--- config.mk ---
export PLATFORM = sky130hd
export DESIGN_NAME = divisor_seq
export DESIGN_NICKNAME = d
export VERILOG_FILES = /design/src/rtl/divisor_seq_pkg.sv /design/src/rtl/divisor_seq_subtrator.sv /design/src/rtl/divisor_seq.sv
export SDC_FILE = /design/constraint.sdc
export NUM_CORES = 1
export LEC_CHECK = 0
export CAP_MARGIN = 10
export CORE_UTILIZATION = 25
export DETAILED_ROUTE_END_ITERATION = 10
export PLACE_DENSITY = 0.46
export SLEW_MARGIN = 20
export SYNTH_ARGS = -nofsm -noshare
export SYNTH_HDL_FRONTEND = slang
export SYNTH_HIERARCHICAL = 1
export SYNTH_SLANG_ARGS = --single-unit
--- constraint.sdc ---
create_clock -name clk -period 3.7 [get_ports clk]
set_input_delay 0.37 -clock clk [delete_from_list [all_inputs] [get_ports clk]]
set_output_delay 0.37 -clock clk [all_outputs]
set_load 0.01 [all_outputs]
--- src/rtl/divisor_seq_pkg.sv ---
// Shared constants for the sequential divider (and its companion multiplier):
// operand widths, iteration count and the 2-bit FSM encoding.
package divisor_seq_pkg;

   localparam int DVD_W      = 32;
   localparam int DVS_W      = 16;
   localparam int ACC_W      = DVD_W + 1;
   localparam int ITERATIONS = 16;
   localparam int CNT_W      = 4;

   localparam logic [CNT_W-1:0] CNT_LAST = CNT_W'(ITERATIONS - 1);

   localparam logic [1:0] S_IDLE  = 2'd0;
   localparam logic [1:0] S_CHECK = 2'd1;
   localparam logic [1:0] S_DIV   = 2'd2;
   localparam logic [1:0] S_DONE  = 2'd3;

endpackage

--- src/rtl/divisor_seq_subtrator.sv ---
// Combinational 17-bit minus 16-bit subtract; borrow set when the result is negative.
module divisor_seq_subtrator
   import divisor_seq_pkg::*;
(
   input  logic [DVS_W:0]   minuend,
   input  logic [DVS_W-1:0] subtrahend,
   output logic [DVS_W:0]   diff,
   output logic             borrow
);

   logic [DVS_W+1:0] full_s;

   // Extend by one bit so the top bit of the result is the borrow.
   always_comb begin
      full_s = {1'b0, minuend} - {2'b00, subtrahend};
      diff   = full_s[DVS_W:0];
      borrow = full_s[DVS_W+1];
   end

endmodule

--- src/rtl/divisor_seq.sv ---
// Restoring shift-subtract divider: 32/16 unsigned, one quotient bit per clock,
// with an up-front overflow / divide-by-zero check.
module divisor_seq
   import divisor_seq_pkg::*;
(
   input  logic             clk,
   input  logic             rst,
   input  logic             St,
   input  logic [DVD_W-1:0] Dividendo,
   input  logic [DVS_W-1:0] Divisor,
   output logic [DVS_W-1:0] Quociente,
   output logic [DVS_W-1:0] Resto,
   output logic             Idle,
   output logic             Done,
   output logic             Erro
);

   logic [1:0]       state_r;
   logic [ACC_W-1:0] acc_r;
   logic [DVS_W-1:0] dvs_r;
   logic [CNT_W-1:0] cnt_r;
   logic [DVS_W-1:0] quo_r;
   logic [DVS_W-1:0] rem_r;
   logic             erro_r;
   logic             done_r;
   logic             idle_r;

   logic [ACC_W-1:0] shift_s;
   logic [ACC_W-1:0] step_s;
   logic [DVS_W:0]   diff_s;
   logic             borrow_s;
   logic             ovf_s;

   divisor_seq_subtrator subtrator (
      .minuend    (shift_s[ACC_W-1:DVS_W]),
      .subtrahend (dvs_r),
      .diff       (diff_s),
      .borrow     (borrow_s)
   );

   // One restoring step; a high part >= divisor means the quotient cannot fit in 16 bits.
   always_comb begin
      shift_s = acc_r << 1;
      step_s  = shift_s;
      if (!borrow_s) begin
         step_s = {diff_s, shift_s[DVS_W-1:1], 1'b1};
      end else begin
         step_s = shift_s;
      end
      ovf_s = (acc_r[DVD_W-1:DVS_W] >= dvs_r);
   end

   // Control FSM, datapath registers and registered outputs.
   always_ff @(posedge clk or negedge rst) begin
      if (!rst) begin
         state_r <= S_IDLE;
         acc_r   <= {ACC_W{1'b0}};
         dvs_r   <= {DVS_W{1'b0}};
         cnt_r   <= {CNT_W{1'b0}};
         quo_r   <= {DVS_W{1'b0}};
         rem_r   <= {DVS_W{1'b0}};
         erro_r  <= 1'b0;
         done_r  <= 1'b0;
         idle_r  <= 1'b1;
      end else begin
         done_r <= 1'b0;
         case (state_r)
            S_IDLE: begin
               if (St) begin
                  acc_r   <= {1'b0, Dividendo};
                  dvs_r   <= Divisor;
                  cnt_r   <= {CNT_W{1'b0}};
                  erro_r  <= 1'b0;
                  idle_r  <= 1'b0;
                  state_r <= S_CHECK;
               end else begin
                  idle_r  <= 1'b1;
               end
            end
            S_CHECK: begin
               if (ovf_s) begin
                  erro_r  <= 1'b1;
                  quo_r   <= 16'hFFFF;
                  rem_r   <= 16'h0000;
                  done_r  <= 1'b1;
                  state_r <= S_DONE;
               end else begin
                  state_r <= S_DIV;
               end
            end
            S_DIV: begin
               acc_r <= step_s;
               cnt_r <= cnt_r + 4'd1;
               if (cnt_r == CNT_LAST) begin
                  quo_r   <= step_s[DVS_W-1:0];
                  rem_r   <= step_s[DVD_W-1:DVS_W];
                  done_r  <= 1'b1;
                  state_r <= S_DONE;
               end else begin
                  state_r <= S_DIV;
               end
            end
            S_DONE: begin
               idle_r  <= 1'b1;
               state_r <= S_IDLE;
            end
            default: begin
               idle_r  <= 1'b1;
               state_r <= S_IDLE;
            end
         endcase
      end
   end

   assign Quociente = quo_r;
   assign Resto     = rem_r;
   assign Erro      = erro_r;
   assign Done      = done_r;
   assign Idle      = idle_r;

endmodule

==> summary.md <==
| Metric | Value |
|---|---|
| Final nets | approximately 740 |
| First-pass GRT wire length | around 27 mm |
| Max cap viols | 0 |
| Antenna-violating nets left | 0 |
| Layout area overhead | 25.3% |
| Total track usage | 15.3% |
| Avg Cell Area, Syn | just under 10 um2 |
| Initial antenna violation count | 0 |
| Clk sinks | 89 |
| Layout cells sized above 1 | around a tenth |
| Number of antenna diodes | 0 |
| Critical Path Sink Type | flip-flop |
| Slowest cell on the critical path | dfrtp_1 |
| Post-Route M1 WL | 8.05 mm |
| Grt ovf | 0 |
| Critical path buffer and inverter count | 1 |
| Dpl cell area | slightly below 7000 um2 |
| PortBufs | between 80 and 90 |
| Worst Setup Path Type | reg2reg |
| First-pass DRT Iterations | 4 |
| Setup Fix Bufs, Post-CTS | 0 |
| Max frequency | 314 MHz |
| CTS tree | built |
| Starting Density | 25.6% |
| Synth Net Count | around 670 |
| Slew HR | roughly 48% |
| Worst VDD drop | between 300 and 400 uV |
| CTS max path bufs | 2 |
| DR vias | between 4000 and 5000 |
| Worst path top cell family by delay | compound AO/OA/AOI/OAI gates |
| Vias/cell | about 4.9 |
| Int Power | around 3.6 mW |
| IO Count | 86 |
| Final setup fails | 0 |
| Critical Path RT | 3940 ps |
| Worst Reg-to-Reg Cells | 10 |
| Origin of the worst setup path | acc_r[18]$_DFFE_PN0P_ |
| Routed WL | about 16 mm |
| RSZ-0062 raised after global routing | no |
| Placer's final routability congestion estimate | roughly 0.82 |
| Setup TNS | 0 ps |
| Post_cts resized | 0 |
| Most frequent cells in the layout | dfrtp_1, clkdlybuf4s50_1, nand2_1, inv_1, ha_1 |
| Final Instance Area | approximately 7000 um2 |
| Synthesis warning total | 6 |
| CP Cell Sequence | ha_1 -> a21o_1 -> a21oi_1 -> nand2_1 -> a211oi_1 -> o21a_1 -> buf_4 -> mux2i_1 -> nand2_1 -> o221a_1 |
| Leakage dissipation | about 3.1 nW |
| Power, Total | roughly 6.8 mW |
| Height of the chip | 152 um |
| Critical Path AT | 3420 ps |
| Wirelength per Cell | between 15 and 20 um |
| Period minus WS final | 3180 ps |
| DRC | 0 |
| DR top layer | met4 |
| Most common cell after layout, fill and taps aside | dfrtp_1 |
| CP Depth | 10 |
| Hpwl dp | around 12 mm |
| Critical path endpoint | Resto[8]$_DFFE_PN0P_ |
| Worst-margin pin slew | around 800 ps |
| Die Wd | between 150 and 200 um |
| Max Slew Vio Count | 0 |
| Hold crit path type | in2async |
| Combinational Power Share | 62.2% |
| Reg-to-reg critical path endpoint | Resto[8]$_DFFE_PN0P_ |
| Sequential Power Share | around a quarter |
| Vias in the first global route | ~4700 |
| Max incr delay on CP | roughly 430 ps |
| Tcrit/Tclk final | a little under nine tenths |
| Final Hold Viols | 0 |
| Status | complete, no violations |
| CTS Root Cell | clkbuf_16 |
| Mapped cell area | ~5600 um2 |
| Starting DRC count in detailed routing | approximately 300 |
| CTS clk-pin slew, worst paths | approximately 70 ps |
| Mapped Cells | ~580 |
| Crit start category | flip-flop |
| H-tree depth | 3 |
| Number of core rows | 54 |
| Clock share of power | a little over an eighth |
| Detail Route met2 WL | about 7.6 mm |
| # hold bufs at CTS | 0 |
| Total CTS buffers | 9 |
| WL met3 | approximately 470 um |
| CORE AREA | ~22000 um2 |
| Worst r2r src | acc_r[18]$_DFFE_PN0P_ |
| PwrDens | a little under 1000 nW/um2 |
| Largest net degree at the start of global routing | between 40 and 50 |
| Flop-to-flop setup slack | approximately 520 ps |
| Top cell by count, worst path | nand2_1 |
| Switching Share | 47.3% |
| Die ar. | roughly 23000 um2 |
| # fillers | roughly 2300 |
| Switch Pwr | roughly 3.2 mW |
| Clock Skew | between 10 and 15 ps |
| Worst-path maximum fanout | 7 |
| Clk_lat worst skew | about 350 ps |
[registers in the layout, summed over array words and instances (netlist names)]
register and flops:
Done 1, Erro 1, Idle 1, Quociente 16
Resto 16, acc_r 32, cnt_r 4, dvs_r 16
state_r 2
[how the worst min path moves through the flow]
| stage | start | end | depth (start not counted) |
|---|---|---|---|
| 4_1_cts | rst | dvs_r[1]$_DFFE_PN0P_ | 1 |
| 6_report | rst | dvs_r[2]$_DFFE_PN0P_ | 1 |
| 3_3_place_gp | rst | dvs_r[2]$_DFFE_PN0P_ | 1 |
| 3_5_place_dp | rst | dvs_r[1]$_DFFE_PN0P_ | 1 |
| 5_1_grt | rst | dvs_r[2]$_DFFE_PN0P_ | 1 |
| 2_1_floorplan | rst | Done$_DFF_PN0_ | 0 |
[final cells by class]
class                      instances  area, um2  area share [%]
clock buffer                      11        253            3.60
timing repair buffer              98        946            13.5
tap                              280        350            4.99
sequential                        89       2230            31.7
inverter                          59        221            3.15
clock inverter                     5       37.5           0.534
multi-input combinational        392       2990            42.5
[through the flow]
stage	cells	worst slack, ps	utilization (%)	hold WS, ps
final	934	518	32.1	22.7
after global routing	934	267	32.1	69.3
after CTS	934	499	32.1	58.2
after detailed placement	918	531	30.8	445
after global placement	918	554	30.8	434
after floorplan	579	760	-	74.4
[power groups by stage]
| stage | sequential (mW) | combinational [mW] | clock (mW) |
|---|---|---|---|
| floorplan | 1.55 | 3.22 | 0 |
| global placement | 1.66 | 4.15 | 0 |
| detailed placement | 1.67 | 4.21 | 0 |
| CTS | 1.65 | 4.23 | 0.941 |
| global route | 1.71 | 4.76 | 0.986 |
| finish | 1.65 | 4.20 | 0.908 |
[routing by layer]
layer / GRT usage [%] / up-vias
li1: - / 2241
met1: 21.1 / 2273
met2: 24.3 / 77
met3: 2.25 / 22
met4: 5.59 / 0
met5: 0 / -
No activity file was read; power rests on OpenSTA's default activity.
